--- src/rtl/pa_clic_int_src.sv ---
// ---------------------------------------------------------------------------
// pa_clic_int_src
//
// Conditions one peripheral interrupt request before it reaches a CLIC kid
// interrupt-valid input.
//
//   Level mode (src_mode = 0): src_int_vld is src_level delayed by one
//   register stage. The pulse state machine is parked in IDLE and the event
//   queue is held empty.
//
//   Pulse mode (src_mode = 1): every src_event strobe is queued. Each queued
//   event is replayed as a HIGH phase of max(cfg_high_cyc,1) cycles. The
//   HIGH phase is followed by a GAP phase of max(cfg_low_cyc,1) cycles.
//   src_int_vld is high only during HIGH. An event that finds the queue full
//   is dropped and sets the sticky src_evt_ovf flag.
//
// Configuration macro: CLIC_INT_SRC_COALESCE_EN
//   defined   - the queue is a full CNT_W-bit counter (up to 2^CNT_W-1 events)
//   undefined - the queue is a single pending bit. src_evt_cnt reads 0 or 1.
//
// Ports
//   kid_sample_clk  in   block clock, rising edge
//   cpurst_b        in   asynchronous active-low reset
//   src_mode        in   0 = level mode, 1 = pulse mode
//   src_level       in   level request (level mode)
//   src_event       in   one-cycle event strobe (pulse mode)
//   cfg_high_cyc    in   [3:0] pulse-high width, sampled on entry to HIGH
//   cfg_low_cyc     in   [3:0] minimum low gap, sampled on entry to GAP
//   src_ovf_clr     in   clears src_evt_ovf (a same-cycle drop wins)
//   src_int_vld     out  registered interrupt valid
//   src_evt_cnt     out  [CNT_W-1:0] queued events not yet emitted
//   src_evt_ovf     out  sticky "event dropped" flag
//   src_busy        out  state machine not IDLE or queue not empty
// ---------------------------------------------------------------------------
module pa_clic_int_src #(
    parameter int CNT_W = 4
) (
    input  logic             kid_sample_clk,
    input  logic             cpurst_b,
    input  logic             src_mode,
    input  logic             src_level,
    input  logic             src_event,
    input  logic [3:0]       cfg_high_cyc,
    input  logic [3:0]       cfg_low_cyc,
    input  logic             src_ovf_clr,
    output logic             src_int_vld,
    output logic [CNT_W-1:0] src_evt_cnt,
    output logic             src_evt_ovf,
    output logic             src_busy
);

    typedef enum logic [1:0] {
        ST_IDLE = 2'd0,
        ST_HIGH = 2'd1,
        ST_GAP  = 2'd2
    } state_t;

    // Largest value the queue may hold before further events are dropped.
`ifdef CLIC_INT_SRC_COALESCE_EN
    localparam logic [CNT_W-1:0] CNT_MAX = {CNT_W{1'b1}};
`else
    localparam logic [CNT_W-1:0] CNT_MAX = CNT_W'(1);
`endif

    state_t           state_q, state_d;
    logic [3:0]       timer_q, timer_d;
    logic [CNT_W-1:0] cnt_q,   cnt_d;
    logic             ovf_q,   ovf_d;
    logic             vld_q,   vld_d;

    logic             evt_inc;
    logic             evt_deq;
    logic             evt_drop;
    logic [3:0]       high_len_m1;
    logic [3:0]       low_len_m1;

    // The timer holds the number of cycles remaining after the current one.
    // A zero width is treated as one cycle, so zero maps to a reload of 0.
    assign high_len_m1 = (cfg_high_cyc == 4'd0) ? 4'd0 : cfg_high_cyc - 4'd1;
    assign low_len_m1  = (cfg_low_cyc  == 4'd0) ? 4'd0 : cfg_low_cyc  - 4'd1;

    // Events are counted only in pulse mode.
    assign evt_inc = src_mode & src_event;

    // ------------------------------------------------------------------
    // State register
    // ------------------------------------------------------------------
    always_ff @(posedge kid_sample_clk or negedge cpurst_b) begin
        if (!cpurst_b) begin
            state_q <= ST_IDLE;
            timer_q <= 4'd0;
            cnt_q   <= '0;
            ovf_q   <= 1'b0;
            vld_q   <= 1'b0;
        end else begin
            state_q <= state_d;
            timer_q <= timer_d;
            cnt_q   <= cnt_d;
            ovf_q   <= ovf_d;
            vld_q   <= vld_d;
        end
    end

    // ------------------------------------------------------------------
    // Next state and phase timer
    // ------------------------------------------------------------------
    always_comb begin
        state_d = state_q;
        timer_d = timer_q;
        evt_deq = 1'b0;

        if (!src_mode) begin
            // Level mode parks the machine. Leaving pulse mode aborts any
            // phase in progress on the next edge.
            state_d = ST_IDLE;
            timer_d = 4'd0;
        end else begin
            case (state_q)
                ST_IDLE: begin
                    if (cnt_q != '0) begin
                        state_d = ST_HIGH;
                        timer_d = high_len_m1;
                        evt_deq = 1'b1;
                    end
                end
                ST_HIGH: begin
                    if (timer_q == 4'd0) begin
                        state_d = ST_GAP;
                        timer_d = low_len_m1;
                    end else begin
                        timer_d = timer_q - 4'd1;
                    end
                end
                ST_GAP: begin
                    if (timer_q == 4'd0) begin
                        if (cnt_q != '0) begin
                            // Start the next pulse directly, without passing through IDLE.
                            state_d = ST_HIGH;
                            timer_d = high_len_m1;
                            evt_deq = 1'b1;
                        end else begin
                            state_d = ST_IDLE;
                        end
                    end else begin
                        timer_d = timer_q - 4'd1;
                    end
                end
                default: begin
                    state_d = ST_IDLE;
                    timer_d = 4'd0;
                end
            endcase
        end
    end

    // ------------------------------------------------------------------
    // Event queue, overflow flag and interrupt valid
    // ------------------------------------------------------------------
    always_comb begin
        cnt_d    = cnt_q;
        evt_drop = 1'b0;

        if (!src_mode) begin
            cnt_d = '0;
        end else if (evt_inc && !evt_deq) begin
            if (cnt_q == CNT_MAX) begin
                evt_drop = 1'b1;
            end else begin
                cnt_d = cnt_q + CNT_W'(1);
            end
        end else if (evt_deq && !evt_inc) begin
            cnt_d = cnt_q - CNT_W'(1);
        end
        // An increment and a dequeue in the same cycle cancel each other.
    end

    always_comb begin
        // If a drop and a clear happen in the same cycle, the drop wins so
        // that the dropped event is not lost from view.
        ovf_d = evt_drop | (ovf_q & ~src_ovf_clr);

        // In pulse mode the flop is loaded from the next state. Its output
        // therefore lines up exactly with the registered state.
        vld_d = src_mode ? (state_d == ST_HIGH) : src_level;
    end

    assign src_int_vld = vld_q;
    assign src_evt_cnt = cnt_q;
    assign src_evt_ovf = ovf_q;
    assign src_busy    = (state_q != ST_IDLE) | (cnt_q != '0);

endmodule

--- config.mk ---
export PLATFORM = sky130hd
export DESIGN_NAME = pa_clic_int_src
export DESIGN_NICKNAME = d
export VERILOG_FILES = /design/src/rtl/pa_clic_int_src.sv
export SDC_FILE = /design/constraint.sdc
export NUM_CORES = 1
export LEC_CHECK = 0
export CORE_ASPECT_RATIO = 1.25
export CORE_MARGIN = 5
export CORE_UTILIZATION = 51
export DETAILED_ROUTE_END_ITERATION = 7
export PLACE_DENSITY = 0.82
export SLEW_MARGIN = 40
export SYNTH_ARGS = -nofsm -noshare
export SYNTH_HDL_FRONTEND = slang
export SYNTH_SLANG_ARGS = --single-unit
--- constraint.sdc ---
create_clock -name kid_sample_clk -period 3.1 [get_ports kid_sample_clk]
set_clock_uncertainty 0.05 [all_clocks]
set_input_delay 0.62 -clock kid_sample_clk [delete_from_list [all_inputs] [get_ports kid_sample_clk]]
set_output_delay 0.62 -clock kid_sample_clk [all_outputs]
set_load 0.005 [all_outputs]
Word level (Yosys, flattened, before mapping)
Index checks and enable logic that the tools add are counted.
{"block": "classes", "add_sub_neg": 5, "n_mul": 0, "div_mod_pow": 0, "magnitude_cmp": 0, "n_eq_ne": 6, "n_shift": 0, "mux": 25, "n_bitwise": 5, "n_reduce_logical": 11}
{"cell": "4-bit 2-to-1 mux", "count": 10}
{"cell": "4-bit by 1-bit subtractor with 4-bit output (second input constant)", "count": 4}
{"cell": "4-bit zero test", "count": 3}
{"cell": "4-bit one-hot mux with 3 select lines", "count": 1}
{"cell": "1-bit 2-to-1 mux", "count": 8}
{"cell": "2-bit 2-to-1 mux", "count": 4}
{"cell": "2-bit one-hot mux with 3 select lines", "count": 1}
{"cell": "4-bit by 1-bit adder with 4-bit output (second input constant)", "count": 1}
{"cell": "2-bit by 1-bit == test with 1-bit output (second input constant)", "count": 2}
{"cell": "4-bit by 1-bit == test with 1-bit output (second input constant)", "count": 1}
{"cell": "4-bit nonzero test", "count": 1}
{"cell": "3-bit by 1-bit inequality test with 1-bit output (second input constant)", "count": 1}
{"cell": "3-bit inequality test (second input constant)", "count": 1}
{"cell": "1-bit AND", "count": 2}
{"cell": "2-bit == test (second input constant)", "count": 1}
{"cell": "1-bit logical AND", "count": 2}
{"cell": "1-bit zero test", "count": 2}
{"cell": "2-bit zero test", "count": 1}
{"cell": "1-bit OR", "count": 2}
{"cell": "1-bit one-hot mux with 2 select lines", "count": 1}
{"cell": "2-bit AND reduction", "count": 1}
{"cell": "2-bit nonzero test", "count": 1}
{"cell": "1-bit NOT", "count": 1}
{"block": "totals", "ff_bits": 12, "latch_bits": 0, "mem_bits_rw": 0, "mem_bits_ro": 0, "input_bits": 14, "out_inout_bits": 7, "word_cells": 57, "mem_count": 0}

Logic depth before layout (Yosys ltp)
{"block": "logic_depth", "ltp_word": 10, "ltp_mapped": 9, "depth_no_buf": 7}

Worst setup path after synthesis
OpenSTA, ideal clock, no wires.
{"block": "synth_path", "path_type": "register to register", "startpoint": "reg timer_q[0]", "endpoint": "reg cnt_q[3] (netlist: src_evt_cnt[3])", "setup_time_ns": 0.082, "arrival_time_ns": 2.222, "t_required_ns": 2.968, "setup_slack_ns": 0.745, "stages_incl_launch_ff": 9, "path_buffers": 1, "synth_period_minus_slack_ns": 2.355, "path_cell_list": "dfrtp_1 inv_1 ha_1 or3b_1 buf_6 a211oi_4 mux2_2 or3_1 o22ai_1"}
{"block": "synth_via", "elab_chain_cells": 8, "word_cells_on_any_way": 12, "classes_between": "eq/ne: 2; mux: 5; reduce/logical: 5"}
{"item": "start, declared", "line": "66", "text": "logic [3:0] timer_q, timer_d;"}
{"item": "start signal, assigned", "line": "97", "text": "timer_q <= timer_d;"}
{"item": "4-bit zero test *", "line": "135", "text": "if (timer_q == 4'd0) begin"}
{"item": "1-bit 2-to-1 mux *", "line": "135"}
{"item": "1-bit one-hot mux with 2 select lines *", "line": "118", "text": "case (state_q)"}
{"item": "1-bit 2-to-1 mux *", "line": "112", "text": "if (!src_mode) begin"}
{"item": "1-bit zero test", "line": "165", "text": "end else if (evt_inc && !evt_deq) begin"}
{"item": "1-bit logical AND", "line": "165"}
{"item": "3-bit inequality test (no source line), or another cell as far along"}
{"item": "2-bit AND reduction (no source line) / 4-bit 2-to-1 mux (equally long branches)"}
{"item": "end signal, assigned", "line": "98", "text": "cnt_q <= cnt_d;"}
{"item": "end, declared", "line": "67", "text": "logic [CNT_W-1:0] cnt_q, cnt_d;"}
Mark *: on every way between the ends. The rest lies on a longest branch, timed or not.
A chain may end at the register's enable or synchronous reset.

Worst setup path in the final report
{"block": "layout_path", "startpoint": "reg cnt_q[0] (netlist: src_evt_cnt[0])", "endpoint": "out src_busy"}
{"block": "layout_via", "elab_chain_cells": 2}
{"item": "4-bit nonzero test", "line": "190", "text": "assign src_busy = (state_q != ST_IDLE) | (cnt_q != '0);"}
{"item": "1-bit OR", "line": "190"}
{"item": "end, declared", "line": "49", "text": "output logic src_busy"}
No other way between the ends.

==> metrics <==
die width 51.35 um; Initial Util 54.37%; WL/cell 14.88 um; die height 61.68 um; crit path capture type output pin; Final setup viols 0; #FFs+latches synth 12; sequential area share after synthesis 27.55%; CTS Buffer Depth 2; Pwr Total 1.214 mW; max_slew headroom 60.53%; r2r startpoint timer_q[0]; port bufs 20; drt drc 0; Avg Cell Area, Syn 8.256 um2; clock sinks 12; syn nets 154; Pwr per Cell Area 924.3 nW/um2; outcome completed; sequential share of power 25.6%; switching part of the total 43.85%; Antenna Cells 0; initial antenna violation count 0; Distinct cells, synth 40; Critical Path Start Type register; router iterations before antenna repair 4; RR Endpoint src_evt_cnt[3]; CTS Buf Count 3; worst r2r path cells 7; P_leak 0.5948 nW; Resized Gates After CTS 0; CP max stage delay 0.49 ns; CTS Hold Bufs 0; Yosys top cell area share 27.55%; Initial DRC Count 18; HPWL after detailed placement 1974 um; Comb pwr share 63.8%; CP arrival 1.96 ns; grt ovf 0; All-Layer GR Usage 17.91%; WL final 2530 um; Cells after Synth 132; dpl cells 166; Min-Delay Startpoint src_evt_ovf; fin crit period 2.634 ns; Hold Worst Slack 0.4859 ns; Hold Path End src_evt_ovf; Layout Cells excl Fill 170; number of I/O pins 21; switching pwr 0.5325 mW; peak supply drop 0.0006670 V; Via density 6.076; maximum clock frequency 379.6 MHz; clk slew on worst S/H paths 0.08 ns; number of max-cap violations 0; Clk pwr share 10.6%; final setup TNS 0 ns; Warnings, synthesis 0; Internal 0.6818 mW; commonest cells after routing, fill and taps aside clkdlybuf4s50_1, inv_1, dfrtp_1, a21oi_1, o21ai_0; Cell Chain, Critical Path inv_1 -> ha_1 -> nor3b_2 -> buf_4 -> nand2_1 -> clkdlybuf4s50_1; WP data required 2.43 ns; worst slew pin tran 0.5902 ns; Post-CTS Setup Inserts 0; die area 3167 um2; Min-Delay Path Class reg -> reg; Antenna Nets Post-Route 0; period utilization 84.97%; Layout area overhead 20.55%; htree depth 1; TritonCTS clock tree built; total number of vias 1033; count of final hold-check violations 0; Post-Syn Area 1090 um2; Worst Hold Depth 2; crit-path max FO 12; core area 2004 um2; Worst Setup Path Type reg -> out; synth top area cells dfrtp_1, ha_1, a21oi_1; fraction of layout cells with a size suffix above 1 8.000%; commonest non-fill, non-tap cell in the layout clkdlybuf4s50_1; global-route wire length before repair 4409 um; Worst-Skew Late Latency 0.28 ns; RePlAce Congestion 0.8656; biggest area consumer among synthesized cells dfrtp_1; r2r setup slk 0.57 ns; Final Max Slew Viols 0; nets 173; Row Count 18; vias in the first global route 1052; unrepaired setup endpoints after global routing no; Slowest cell on crit path clkdlybuf4s50_1; largest net degree at the start of global routing 14; CTS Root Cell clkbuf_4
==> cell families after synthesis <==
kind of cell | synth area share, %
buffers and inverters | 9.299
DFF | 27.55
xor gates and xnor gates | 0.8038
AOI/OAI and AO/OA | 24.92
adders and majority gates | 9.185
muxes | 4.822
and+or+nand+nor | 23.42
==> worst max-delay path, delay by kind of cell (launching register included) <==
kind	cells	cell delay, ns
adders and majority gates	1	0.24
buffers and inverters	3	0.78
DFF	1	0.44
and+or+nand+nor	2	0.23
==> flip-flops by register name, summed over array words and instances (netlist names) <==
| register | cells |
|---|---|
| src_evt_cnt | 4 |
| timer_q | 4 |
| src_evt_ovf | 1 |
| src_int_vld | 1 |
| state_q | 2 |
==> through the flow <==
| stage | worst slack (ns) | util, % | cell area [um2] |
|---|---|---|---|
| 2_1_floorplan | 0.7453 | - | 1090 |
| 3_3_place_gp | 0.6823 | 63.73 | 1277 |
| 3_5_place_dp | 0.5993 | 63.73 | 1277 |
| 4_1_cts | 0.4541 | 65.54 | 1314 |
| 5_1_grt | 0.3672 | 65.54 | 1314 |
| 6_report | 0.4659 | 65.54 | 1314 |
==> per-layer routing <==
| layer | GRT usage (%) | wire (um) | up-vias |
|---|---|---|---|
| met1 | 21.01 | 1092 | 500 |
| met4 | 5.243 | 26 | 0 |
| li1 | - | - | 505 |
| met2 | 33.70 | 1292 | 24 |
| met3 | 2.906 | 119 | 4 |
| met5 | 0 | 0 | - |
==> how the worst max path moves through the flow <==
stage,to,cells after the start,start
5_1_grt,src_busy,6,src_evt_cnt[0]
4_1_cts,src_busy,6,src_evt_cnt[1]
2_1_floorplan,src_evt_cnt[3],8,timer_q[0]
6_report,src_busy,6,src_evt_cnt[0]
3_5_place_dp,src_evt_cnt[3],7,timer_q[0]
3_3_place_gp,src_evt_cnt[3],7,timer_q[0]
==> layout make-up <==
type	count	area [um2]
Fill cell	172	690.7
Multi-Input combinational cell	99	688.2
Sequential cell	12	300.3
Timing Repair Buffer	22	215.2
Inverter	13	48.80
Clock buffer	4	36.28
Tap cell	20	25.02
==> power groups by stage <==
stage	logic, mW	clock network, mW	registers [mW]
after floorplan	0.610	0	0.271
after global placement	0.757	0	0.308
after detailed placement	0.772	0	0.311
after CTS	0.777	0.131	0.310
after global routing	0.863	0.137	0.325
final	0.775	0.128	0.311
==> synth_stat cells <==
library cell,number
a211o_1,1
a211oi_1,2
a211oi_4,1
a21o_1,1
a21oi_1,11
a221oi_1,1
a22oi_1,1
a2bb2oi_1,1
a31oi_1,1
a32o_1,1
and3_1,1
buf_1,1
buf_6,3
clkbuf_1,4
dfrtp_1,12
ha_1,8
inv_1,13
mux2_2,2
mux2i_1,3
nand2_1,7
nand2b_1,2
nand3_1,2
nand4_1,1
nor2_1,9
nor2b_1,7
nor3_1,5
nor3b_1,3
nor3b_2,1
nor4b_1,1
o211a_1,1
o21a_1,1
o21ai_0,10
o22a_1,2
o22ai_1,2
o31a_1,2
o32ai_1,1
or3_1,2
or3b_1,2
or3b_2,2
xnor2_1,1
(Power assumes the default switching activity.)
